$ cat config.mk
export PLATFORM = sky130hd
export DESIGN_NAME = mc_control_fsm
export DESIGN_NICKNAME = d
export VERILOG_FILES = /design/src/rtl/mc_control_fsm.sv
export SDC_FILE = /design/constraint.sdc
export NUM_CORES = 1
export LEC_CHECK = 0
export BUFFER_PORTS_ARGS = -buffer_cell sky130_fd_sc_hd__buf_2
export CORE_MARGIN = 10
export CORE_UTILIZATION = 46
export CTS_CLUSTER_DIAMETER = 60
export CTS_CLUSTER_SIZE = 28
export DETAILED_ROUTE_END_ITERATION = 6
export PLACE_DENSITY = 0.84
export SETUP_SLACK_MARGIN = 0.5
export SYNTH_ARGS = -nofsm -noshare
export SYNTH_HDL_FRONTEND = slang
export SYNTH_SLANG_ARGS = --single-unit
$ cat constraint.sdc
create_clock -name clk -period 1.6 [get_ports clk]
set_input_delay 0.24 -clock clk [delete_from_list [all_inputs] [get_ports clk]]
set_output_delay 0.24 -clock clk [all_outputs]
set_load 0.1 [all_outputs]
$ cat src/rtl/mc_control_fsm.sv
// Multicycle MIPS main control FSM: sequences fetch/decode/execute states and
// drives datapath mux selects plus memory and register-file strobes.
module mc_control_fsm #(
  parameter logic [5:0] OP_RTYPE = 6'h00,
  parameter logic [5:0] OP_LW    = 6'h23,
  parameter logic [5:0] OP_SW    = 6'h2B,
  parameter logic [5:0] OP_BEQ   = 6'h04,
  parameter logic [5:0] OP_J     = 6'h02,
  parameter logic [5:0] OP_ADDI  = 6'h08
) (
  input  logic       clk,
  input  logic       rst,
  input  logic [5:0] opcode,
  input  logic       mem_ready,
  output logic       pc_write,
  output logic       pc_write_cond,
  output logic       iord,
  output logic       mem_read,
  output logic       mem_write,
  output logic       ir_write,
  output logic       mem_to_reg,
  output logic       reg_dst,
  output logic       reg_write,
  output logic       alu_src_a,
  output logic [1:0] alu_src_b,
  output logic [1:0] alu_op,
  output logic [1:0] pc_source,
  output logic [3:0] state,
  output logic       instr_done,
  output logic       illegal_op
);

  typedef enum logic [3:0] {
    S_FETCH  = 4'd0,
    S_DECODE = 4'd1,
    S_MEMADR = 4'd2,
    S_MEMRD  = 4'd3,
    S_MEMWB  = 4'd4,
    S_MEMWR  = 4'd5,
    S_EXEC   = 4'd6,
    S_ALUWB  = 4'd7,
    S_BRANCH = 4'd8,
    S_JUMP   = 4'd9,
    S_ADDIEX = 4'd10,
    S_ADDIWB = 4'd11
  } state_e;

  state_e state_q, state_d;

  assign state = state_q;

  // State register; reset abandons any instruction in flight.
  always_ff @(posedge clk) begin
    if (rst) begin
      state_q <= S_FETCH;
    end else begin
      state_q <= state_d;
    end
  end

  // Next-state and Moore outputs; selects follow the state, strobes may also
  // follow mem_ready in the memory-wait states. Reset masks every output.
  always_comb begin
    state_d       = S_FETCH;
    pc_write      = 1'b0;
    pc_write_cond = 1'b0;
    iord          = 1'b0;
    mem_read      = 1'b0;
    mem_write     = 1'b0;
    ir_write      = 1'b0;
    mem_to_reg    = 1'b0;
    reg_dst       = 1'b0;
    reg_write     = 1'b0;
    alu_src_a     = 1'b0;
    alu_src_b     = 2'b00;
    alu_op        = 2'b00;
    pc_source     = 2'b00;
    instr_done    = 1'b0;
    illegal_op    = 1'b0;

    case (state_q)
      S_FETCH: begin
        mem_read  = 1'b1;
        alu_src_b = 2'b01;
        ir_write  = mem_ready;
        pc_write  = mem_ready;
        state_d   = mem_ready ? S_DECODE : S_FETCH;
      end
      S_DECODE: begin
        alu_src_b = 2'b11;
        if (opcode == OP_LW || opcode == OP_SW) begin
          state_d = S_MEMADR;
        end else if (opcode == OP_RTYPE) begin
          state_d = S_EXEC;
        end else if (opcode == OP_BEQ) begin
          state_d = S_BRANCH;
        end else if (opcode == OP_J) begin
          state_d = S_JUMP;
        end else if (opcode == OP_ADDI) begin
          state_d = S_ADDIEX;
        end else begin
          illegal_op = 1'b1;
          state_d    = S_FETCH;
        end
      end
      S_MEMADR: begin
        alu_src_a = 1'b1;
        alu_src_b = 2'b10;
        if (opcode == OP_LW) begin
          state_d = S_MEMRD;
        end else if (opcode == OP_SW) begin
          state_d = S_MEMWR;
        end else begin
          state_d = S_FETCH;
        end
      end
      S_MEMRD: begin
        iord     = 1'b1;
        mem_read = 1'b1;
        state_d  = mem_ready ? S_MEMWB : S_MEMRD;
      end
      S_MEMWB: begin
        mem_to_reg = 1'b1;
        reg_write  = 1'b1;
        instr_done = 1'b1;
      end
      S_MEMWR: begin
        iord       = 1'b1;
        mem_write  = 1'b1;
        instr_done = mem_ready;
        state_d    = mem_ready ? S_FETCH : S_MEMWR;
      end
      S_EXEC: begin
        alu_src_a = 1'b1;
        alu_op    = 2'b10;
        state_d   = S_ALUWB;
      end
      S_ALUWB: begin
        reg_dst    = 1'b1;
        reg_write  = 1'b1;
        instr_done = 1'b1;
      end
      S_BRANCH: begin
        alu_src_a     = 1'b1;
        alu_op        = 2'b01;
        pc_write_cond = 1'b1;
        pc_source     = 2'b01;
        instr_done    = 1'b1;
      end
      S_JUMP: begin
        pc_write   = 1'b1;
        pc_source  = 2'b10;
        instr_done = 1'b1;
      end
      S_ADDIEX: begin
        alu_src_a = 1'b1;
        alu_src_b = 2'b10;
        state_d   = S_ADDIWB;
      end
      S_ADDIWB: begin
        reg_write  = 1'b1;
        instr_done = 1'b1;
      end
      default: begin
        state_d = S_FETCH;
      end
    endcase

    if (rst) begin
      pc_write      = 1'b0;
      pc_write_cond = 1'b0;
      iord          = 1'b0;
      mem_read      = 1'b0;
      mem_write     = 1'b0;
      ir_write      = 1'b0;
      mem_to_reg    = 1'b0;
      reg_dst       = 1'b0;
      reg_write     = 1'b0;
      alu_src_a     = 1'b0;
      alu_src_b     = 2'b00;
      alu_op        = 2'b00;
      pc_source     = 2'b00;
      instr_done    = 1'b0;
      illegal_op    = 1'b0;
    end
  end

endmodule

==> summary.md, run 1 <==
| Metric | Value |
|---|---|
| # IOs | `31` |
| Post-Syn Area per Cell | `7.35 um^2` |
| Syn Inst Count | `93` |
| Ys flop type | `dfxtp_1` |
| Post-synthesis register bit count | `4` |
| Status | `did not finish` |
| Sequential area share after synthesis | `0.117` |
| Asr flop ratio synth | `0` |
| Final Wtd Congestion | `0.917` |
| Syn nets | `102` |
| Failed at | `detailed placement (3_5_place_dp)` |
| Die width | `58.5 um` |
| Synth top area share | `0.117` |
| Post-Syn Area | `683 um^2` |
| Synth unique cells | `38` |
| Detailed Place HPWL | `3000 um` |
| Chip height | `58.5 um` |
| Initial core utilization | `0.506` |
| Synth area leader | `dfxtp_1` |
| EDFF count, synth | `0` |
| Yosys warning count | `0` |
| Site Rows | `13` |
| I/O Buffers | `30` |
| Tool error | `[ERROR DPL-0033] detailed placement checks failed during check placement.` |
| Synth area leaders | `dfxtp_1 (12%), nor2_1 (7.7%), buf_6 (6.6%)` |
[through the flow]
step	instances	setup WS, ns	TNS [ns]	hold WS, ns	area (um^2)
floorplan	93	-0.661	-5.86	0.467	961
global placement	137	0.0813	0	0.605	1340
[cells in the mapped netlist (2+ instances only)]
library cell  number
a21oi_1            6
buf_4              3
a211oi_1           2
nor2b_1            2
nand4_1            2
and3_1             3
nor2_1            14
clkbuf_8           3
nor3_2             2
mux2i_1            2
xor2_1             2
dfxtp_1            4
o21bai_1           2
o21ai_0            4
nor3_1             7
nand3_1            2
a21o_1             2
buf_6              4
nand2_1            6
nand3b_1           3
[cell families after synthesis]
| family | synth area share |
|---|---|
| flip-flops | 0.117 |
| multiplexers | 0.0293 |
| buffers and inverters | 0.159 |
| AND/OR/NAND/NOR | 0.432 |
| AO/OA/AOI/OAI | 0.223 |
| XOR/XNOR | 0.0385 |
==> inputs of run 2 (changes only) <==
==> config.mk (replaced) <==
export PLATFORM = sky130hd
export DESIGN_NAME = mc_control_fsm
export DESIGN_NICKNAME = d
export VERILOG_FILES = /design/src/rtl/mc_control_fsm.sv
export SDC_FILE = /design/constraint.sdc
export NUM_CORES = 1
export LEC_CHECK = 0
export BUFFER_PORTS_ARGS = -buffer_cell sky130_fd_sc_hd__buf_2
export CORE_AREA = 10 10 71 73
export DETAILED_ROUTE_END_ITERATION = 6
export DIE_AREA = 0 0 81 83
export PLACE_DENSITY_LB_ADDON = 0.15
export SYNTH_ARGS = -nofsm -noshare
export SYNTH_HDL_FRONTEND = slang
export SYNTH_SLANG_ARGS = --single-unit
==> summary.md, run 2 <==
| Metric | Value |
|---|---|
| Status | `finished, violations left` |
| Violated checks | `setup timing` |
| Reg power frac | `0.172` |
| Asr flop ratio synth | `0` |
| Ys flop type | `dfxtp_1` |
| H-Tree Depth | `1` |
| Max Clk Rate | `0.602 GHz` |
| Core area | `0.00363 mm^2` |
| Reg2reg setup slack | `0.21 ns` |
| Final setup vio count | `11` |
| Initial drt markers | `7` |
| Max-cap viol count | `0` |
| # IOs | `31` |
| Drt pass-1 iters | `4` |
| Worst slew margin | `0.676` |
| Placed cell areas | `0.00140 mm^2` |
| Diode count | `0` |
| Fin cells | `190` |
| CTS clk-pin slew, worst paths | `0.03 ns` |
| CP required | `1.36 ns` |
| Hold Crit Depth | `4` |
| WP data arrival | `1.42 ns` |
| Final nets | `153` |
| Max reg flops | `4` |
| Synth unique cells | `38` |
| Total length of routed wires | `2650 um` |
| RSZ-0062 raised after global routing | `true` |
| Final ANT Viol Nets | `0` |
| Commonest non-fill, non-tap cell in the layout | `buf_12` |
| Tmin final | `1.66 ns` |
| Fill cells | `373` |
| R2r worst-path depth | `6` |
| Setup WS post-layout | `-0.0613 ns` |
| Post-synthesis register bit count | `4` |
| Reg2Reg Launch Point | `state[0]` |
| Aggregate global-route resource usage | `0.0820` |
| CTS max path bufs | `2` |
| EDFF count, synth | `0` |
| Internal power | `0.368 mW` |
| Synth area leader | `dfxtp_1` |
| Final Util | `0.447` |
| Site Rows | `22` |
| Final Max Slew Viols | `0` |
| Commonest cells after routing, fill and taps aside | `buf_12 (20), buf_4 (15), buf_2 (10), buf_6 (10), nor2_1 (9)` |
| Final Wtd Congestion | `0.696` |
| Syn Inst Count | `93` |
| Number of global-route vias before repair | `884` |
| Post-route design area | `0.00163 mm^2` |
| Tcrit/Tclk final | `1.04` |
| Hold_ws | `0.385 ns` |
| Logic pwr share | `0.452` |
| Peak VDD IR | `145 uV` |
| Initial core utilization | `0.188` |
| Yosys warning count | `0` |
| Sinks on the clock net | `4` |
| Synth area leaders | `dfxtp_1 (12%), nor2_1 (7.7%), buf_6 (6.6%)` |
| CP endpoint kind | `output pin` |
| DIE AREA | `0.00672 mm^2` |
| CP Launch Type | `flip-flop` |
| TNS Setup | `-0.383 ns` |
| Final Hold Fails | `0` |
| Clock power frac | `0.376` |
| Clock skew | `0.00254 ns` |
| Chip height | `83 um` |
| Initial antenna violation count | `0` |
| Pin count of the biggest net entering global routing | `13` |
| Global-route wire length before repair | `4370 um` |
| Net Sw Power | `0.234 mW` |
| Cell Count Post-Placement | `173` |
| I/O Buffers | `30` |
| Area Growth Syn to Fin | `138%` |
| Layout cells sized above 1 | `0.662` |
| Via count | `867` |
| WL/cell | `14.0 um` |
| Endpoint, Worst Hold | `state[0]` |
| Setup Crit Path Kind | `reg2out` |
| Critical Path Fanout Max | `6` |
| Syn nets | `102` |
| CTS tree | `yes` |
| Root buffer cell | `clkbuf_8` |
| Sequential area share after synthesis | `0.117` |
| Residual DRC | `0` |
| Post-Syn Area | `683 um^2` |
| Reg2reg end | `state[0]` |
| Worst slew pin tran | `0.489 ns` |
| Detailed Place HPWL | `2010 um` |
| CTS Hold Bufs | `0` |
| Sw frac | `0.389` |
| Count leader, synth | `nor2_1` |
| Die width | `81 um` |
| Tightest Hold Check Type | `in2reg` |
| CTS buffer count | `3` |
| Synth cell count leaders | `nor2_1 (14), nor3_1 (7), a21oi_1 (6), nand2_1 (6)` |
| Post-Syn Area per Cell | `7.35 um^2` |
| Worst-Skew Late Latency | `0.23 ns` |
| Synth top area share | `0.117` |
| DR vias/cell | `4.56` |
| P_leak | `0.602 nW` |
| GR Overflow Total | `0` |
| Pwr/cell area | `371 mW/mm^2` |
| Worst hold start | `opcode[4]` |
-- run 2: cell counts after synthesis --
No cell type changed its count.
-- run 2: how the worst max path moves through the flow --
stage / start / endpoint / slack (ns) / depth (start not counted)
global placement: rst / mem_to_reg / 0.10 / 4
CTS: state[2] / mem_write / -0.07 / 4
finish: state[2] / alu_op[1] / -0.06 / 4
floorplan: state[1] / iord / -0.66 / 4
detailed placement: rst / mem_to_reg / 0.1 / 4
global route: state[2] / alu_op[1] / -0.12 / 4
-- run 2: worst max-delay path, stage by stage, from the launching register on --
cell and delay (ns):
dfxtp_4 0.36, or3b_4 0.43, buf_6 0.14, nor2_4 0.09, buf_12 0.18
-- run 2: power groups by stage --
stage / combinational [mW] / clock (mW) / sequential [mW]
after floorplan: 0.160 / 0 / 0.115
after global placement: 0.241 / 0 / 0.107
after detailed placement: 0.242 / 0 / 0.107
after CTS: 0.267 / 0.233 / 0.103
after global routing: 0.284 / 0.254 / 0.104
final: 0.272 / 0.226 / 0.104
-- run 2: final cells by class --
| class | count | area [um^2] | area share |
|---|---|---|---|
| Multi-Input combinational cell | 79 | 738 | 0.454 |
| Timing Repair Buffer | 56 | 691 | 0.425 |
| Sequential cell | 4 | 95.1 | 0.0585 |
| Tap cell | 48 | 60.1 | 0.0370 |
| Clock buffer | 3 | 41.3 | 0.0254 |
-- run 2: through the flow --
step | power, mW | setup slack [ns]
global placement | 0.348 | 0.104
floorplan | 0.275 | -0.661
detailed placement | 0.349 | 0.0985
CTS | 0.603 | -0.0665
global route | 0.642 | -0.116
finish | 0.602 | -0.0613
-- run 2: cells by family (layout without fill, tap and decap cells) --
logic type             count (synthesis)  count (layout)  share of synthesized area
AND/OR/NAND/NOR                       51              51                      0.432
AO/OA/AOI/OAI                         23              23                      0.223
buffers and inverters                 10              59                      0.159
flip-flops                             4               4                      0.117
XOR/XNOR                               3               3                     0.0385
multiplexers                           2               2                     0.0293
-- run 2: timing repair --
item / CTS / global route
endpoints found under the setup margin: 13 / 17
setup buffers: 13 / 2
pin swaps: 9 / 3
gates resized for setup: 12 / 7
-- run 2: routing by layer --
layer,track usage,share of wire,vias to the layer above
met5,0,0,-
met2,0.125,0.49,26
met1,0.0900,0.42,403
li1,-,-,434
met4,0.0610,0.028,0
met3,0.0291,0.062,4
No activity file was read; power rests on OpenSTA's default activity.
==> inputs of run 3 (changes only) <==
--- a/config.mk
+++ b/config.mk
@@ -9,7 +9,7 @@
 export CORE_AREA = 10 10 71 73
 export DETAILED_ROUTE_END_ITERATION = 6
 export DIE_AREA = 0 0 81 83
-export PLACE_DENSITY_LB_ADDON = 0.15
+export PLACE_DENSITY = 0.49
 export SYNTH_ARGS = -nofsm -noshare
 export SYNTH_HDL_FRONTEND = slang
 export SYNTH_SLANG_ARGS = --single-unit
==> summary.md, run 3 (synthesized netlist as in run 2, its figures left out) <==
| Metric | Value |
|---|---|
| CP endpoint kind | `output pin` |
| Root buffer cell | `clkbuf_8` |
| Tmin final | `1.70 ns` |
| Final ANT Viol Nets | `0` |
| Die width | `81 um` |
| CTS max path bufs | `2` |
| CTS Hold Bufs | `0` |
| Register area | `95.1 um^2` |
| Cell Count Post-Placement | `173` |
| Max-cap viol count | `0` |
| DIE AREA | `0.00672 mm^2` |
| Tightest Hold Check Type | `in2reg` |
| Slowest-stage cell, CP | `or3b_4` |
| H-Tree Depth | `1` |
| Worst slew pin tran | `0.488 ns` |
| Final nets | `160` |
| Placed cell areas | `0.00139 mm^2` |
| Area Growth Syn to Fin | `147%` |
| Tcrit/Tclk final | `1.06` |
| Commonest non-fill, non-tap cell in the layout | `buf_12` |
| Hold Crit Depth | `4` |
| Sinks on the clock net | `4` |
| DR vias/cell | `4.55` |
| Status | `finished, violations left` |
| Number of global-route vias before repair | `929` |
| Fin cells | `197` |
| Final Hold Fails | `0` |
| Reg2reg setup slack | `0.16 ns` |
| # IOs | `31` |
| R2r worst-path depth | `6` |
| Pin count of the biggest net entering global routing | `14` |
| Reg2Reg Launch Point | `state[2]` |
| Final Max Slew Viols | `0` |
| Layout cells sized above 1 | `0.678` |
| Max Clk Rate | `0.587 GHz` |
| Final Wtd Congestion | `0.729` |
| Fill cells | `363` |
| Residual DRC | `0` |
| Diode count | `0` |
| Hold_ws | `0.400 ns` |
| I/O Buffers | `30` |
| Clock skew | `0.00313 ns` |
| WP data arrival | `1.46 ns` |
| GR Overflow Total | `0` |
| Worst-Skew Late Latency | `0.22 ns` |
| Initial antenna violation count | `0` |
| Setup WS post-layout | `-0.103 ns` |
| Max reg flops | `4` |
| Detailed Place HPWL | `2110 um` |
| Via count | `896` |
| Worst slew margin | `0.677` |
| Aggregate global-route resource usage | `0.0799` |
| Reg2reg end | `state[0]` |
| Critical Path Fanout Max | `6` |
| Post-route design area | `0.00169 mm^2` |
| CP required | `1.36 ns` |
| Worst hold start | `opcode[4]` |
| CTS buffer count | `3` |
| Drt pass-1 iters | `4` |
| Core area | `0.00363 mm^2` |
| WL/cell | `13.8 um` |
| Multi-input gate area | `728 um^2` |
| Final setup vio count | `8` |
| Violated checks | `setup timing` |
| Endpoint, Worst Hold | `state[1]` |
| P_leak | `0.647 nW` |
| CTS clk-pin slew, worst paths | `0.03 ns` |
| Most common cell on crit path | `buf_12` |
| Max incr delay on CP | `0.43 ns` |
| Final Util | `0.465` |
| Global-route wire length before repair | `4410 um` |
| Pwr/cell area | `358 mW/mm^2` |
| Initial drt markers | `23` |
| RSZ-0062 raised after global routing | `true` |
| Site Rows | `22` |
| Chip height | `83 um` |
| Initial core utilization | `0.188` |
| Commonest cells after routing, fill and taps aside | `buf_12 (23), buf_4 (21), buf_2 (11), nor2_1 (9), buf_6 (8)` |
| CP Launch Type | `flip-flop` |
| CP Cell Sequence | `or3b_4, buf_12, nor2_4, buf_12` |
| CTS tree | `yes` |
| Total length of routed wires | `2720 um` |
| Peak VDD IR | `241 uV` |
| Setup Crit Path Kind | `reg2out` |
==> run 3: area by class of cell <==
class / count / share of cell area
timing repair buffer: 63 / 0.452
multi-input combinational: 79 / 0.431
sequential: 4 / 0.0563
tap: 48 / 0.0356
clock buffer: 3 / 0.0245
==> run 3: metrics by stage <==
stage	power [mW]	worst slack, ns	setup TNS, ns
after floorplan	0.275	-0.661	-5.82
after detailed placement	0.351	0.0472	0
after CTS	0.592	-0.102	-0.559
final	0.604	-0.103	-0.393
after global routing	0.631	-0.145	-0.790
after global placement	0.347	0.0882	0
==> run 3: where the power goes <==
part	total [mW]	leakage, nW	switching (mW)	internal (mW)
registers	0.102	0.0355	0.00440	0.0973
logic	0.286	0.590	0.167	0.119
clock network	0.216	0.0216	0.0551	0.161
==> run 3: repair_timing <==
| action | CTS | global route |
|---|---|---|
| gates resized for setup | 9 | 10 |
| cloned | 0 | 0 |
| endpoints found under the setup margin | 13 | 15 |
| hold endpoints to repair | 0 | 0 |
| pin swaps | 9 | 5 |
| buffers inserted | 16 | 5 |
==> run 3: worst max-delay path by stage <==
stage                     startpoint    endpoint  slack (ns)  cells after the start
final                       state[2]   alu_op[1]       -0.10                      4
after CTS                   state[2]   alu_op[1]       -0.10                      4
after floorplan             state[1]        iord       -0.66                      4
after global routing        state[2]   alu_op[1]       -0.14                      4
after detailed placement    state[2]  mem_to_reg        0.05                      3
after global placement           rst  mem_to_reg        0.09                      4
==> run 3: layer usage <==
metal / vias to the layer above / global-route usage / share of wire
met2: 31 / 0.146 / 0.54
met1: 409 / 0.0815 / 0.39
met3: 5 / 0.0140 / 0.049
met5: - / 0 / 0
li1: 451 / - / -
met4: 0 / 0.0423 / 0.020
==> run 3: critical path, delay by kind of cell (launching register included) <==
kind                   cells  cell delay [ns]
and+or+nand+nor            2             0.52
buffers and inverters      2             0.33
DFF                        1             0.39
==> inputs of run 4 (changes only) <==
--- a/config.mk
+++ b/config.mk
@@ -6,9 +6,9 @@
 export NUM_CORES = 1
 export LEC_CHECK = 0
 export BUFFER_PORTS_ARGS = -buffer_cell sky130_fd_sc_hd__buf_2
-export CORE_AREA = 10 10 71 73
+export CORE_AREA = 2 2 63 65
 export DETAILED_ROUTE_END_ITERATION = 6
-export DIE_AREA = 0 0 81 83
+export DIE_AREA = 0 0 65 67
 export PLACE_DENSITY = 0.49
 export SYNTH_ARGS = -nofsm -noshare
 export SYNTH_HDL_FRONTEND = slang
==> summary.md, run 4 (synthesized netlist as in run 2, its figures left out) <==
| Metric | Value |
|---|---|
| Global-route wire length before repair | `4110 um` |
| Hold_ws | `0.406 ns` |
| Final setup vio count | `7` |
| Sw frac | `0.372` |
| Logic pwr share | `0.470` |
| Delay-heaviest family, CP | `simple AND/OR/NAND/NOR gates` |
| Setup Crit Path Kind | `reg2out` |
| Aggregate global-route resource usage | `0.123` |
| Via count | `895` |
| Clock power frac | `0.356` |
| Max Clk Rate | `0.591 GHz` |
| CP endpoint kind | `output pin` |
| Fill cells | `334` |
| WL/cell | `13.1 um` |
| Commonest cells after routing, fill and taps aside | `buf_12 (25), buf_4 (21), buf_2 (9), nor2_1 (8)` |
| Sinks on the clock net | `4` |
| CP Launch Type | `flip-flop` |
| Max incr delay on CP | `0.44 ns` |
| Max reg flops | `4` |
| GR Overflow Total | `0` |
| CTS tree | `yes` |
| Most common cell on crit path | `buf_12` |
| Reg2Reg Launch Point | `state[2]` |
| Final Hold Fails | `0` |
| Initial antenna violation count | `0` |
| Slowest-stage cell, CP | `or3b_4` |
| Commonest non-fill, non-tap cell in the layout | `buf_12` |
| P_leak | `0.650 nW` |
| Site Rows | `22` |
| CTS Hold Bufs | `0` |
| Setup WS post-layout | `-0.0909 ns` |
| Max-cap viol count | `0` |
| Worst slew pin tran | `0.483 ns` |
| Buffers & Inverters on Critical Path | `2` |
| Tightest Hold Check Type | `in2reg` |
| Internal power | `0.371 mW` |
| Reg power frac | `0.175` |
| Core area | `0.00361 mm^2` |
| Final Max Slew Viols | `0` |
| Worst hold start | `opcode[4]` |
| DR vias/cell | `4.59` |
| Tcrit/Tclk final | `1.06` |
| Total length of routed wires | `2550 um` |
| CTS clk-pin slew, worst paths | `0.03 ns` |
| Layout cells sized above 1 | `0.701` |
| Status | `finished, violations left` |
| WP data arrival | `1.45 ns` |
| Chip height | `67 um` |
| Placed cell areas | `0.00143 mm^2` |
| Post-route design area | `0.00174 mm^2` |
| RSZ-0062 raised after global routing | `true` |
| Violated checks | `setup timing` |
| Pre-CTS WS | `0.0465 ns` |
| CTS buffer count | `3` |
| Worst-Skew Late Latency | `0.21 ns` |
| Area Growth Syn to Fin | `155%` |
| Initial drt markers | `17` |
| Peak VDD IR | `273 uV` |
| Pin count of the biggest net entering global routing | `11` |
| Worst slew margin | `0.680` |
| CP required | `1.36 ns` |
| Net Sw Power | `0.220 mW` |
| Final Wtd Congestion | `0.803` |
| Tmin final | `1.69 ns` |
| Final ANT Viol Nets | `0` |
| TNS Setup | `-0.260 ns` |
| Worst setup path startpoint | `state[2]` |
| Initial core utilization | `0.189` |
| CP Cell Sequence | `or3b_4, buf_12, nor2_4, buf_12` |
| Die width | `65 um` |
| CTS max path bufs | `2` |
| Final nets | `158` |
| H-Tree Depth | `1` |
| Root buffer cell | `clkbuf_8` |
| Critical Path Fanout Max | `6` |
| Detailed Place HPWL | `1810 um` |
| Number of global-route vias before repair | `892` |
| Clock skew | `0.00248 ns` |
| Diode count | `0` |
| DIE AREA | `0.00436 mm^2` |
| I/O Buffers | `30` |
| Residual DRC | `0` |
| # IOs | `31` |
| Pwr/cell area | `339 mW/mm^2` |
| Drt pass-1 iters | `4` |
run 4: through the flow:
step	instances	total power, mW	utilization
floorplan	93	0.275	-
global placement	172	0.346	0.396
global route	195	0.615	0.483
CTS	190	0.582	0.458
detailed placement	172	0.350	0.396
finish	195	0.591	0.483
run 4: final cells by class:
| class | instances | area (um^2) | share of cell area |
|---|---|---|---|
| Tap cell | 48 | 60.1 | 0.0345 |
| Sequential cell | 4 | 95.1 | 0.0546 |
| Multi-Input combinational cell | 79 | 757 | 0.435 |
| Clock buffer | 3 | 41.3 | 0.0237 |
| Timing Repair Buffer | 61 | 787 | 0.452 |
run 4: power by group through the flow:
stage	logic [mW]	clock network (mW)	registers (mW)
floorplan	0.160	0	0.115
global placement	0.239	0	0.107
detailed placement	0.243	0	0.107
CTS	0.267	0.212	0.103
global route	0.291	0.221	0.104
finish	0.278	0.210	0.103
run 4: worst min-delay path, delay by kind of cell:
| family | cells | cell delay, ns |
|---|---|---|
| and+or+nand+nor | 1 | 0.08 |
| buffers and inverters | 1 | 0.10 |
| AOI/OAI and AO/OA | 2 | 0.16 |
run 4: timing repair:
| item | in CTS | in global routing |
|---|---|---|
| resized for setup | 5 | 12 |
| endpoints found under the setup margin | 13 | 15 |
| setup buffers | 14 | 5 |
| pin swaps | 7 | 9 |
| gates cloned | 1 | 0 |
run 4: worst paths after layout:
check                            endpoint  slack, ns  cells past startpoint
worst min register to register   state[2]       0.69                      3
worst min-delay path             state[1]       0.41                      4
worst max register to register   state[0]       0.10                      6
worst max-delay path            mem_write      -0.09                      4
run 4: routing by layer:
| layer | share of wire | track usage | up-vias |
|---|---|---|---|
| met5 | 0 | 0 | - |
| met4 | 0.0075 | 0.0399 | 0 |
| met3 | 0.047 | 0.0118 | 2 |
| met2 | 0.55 | 0.237 | 28 |
| met1 | 0.40 | 0.140 | 420 |
| li1 | - | - | 445 |
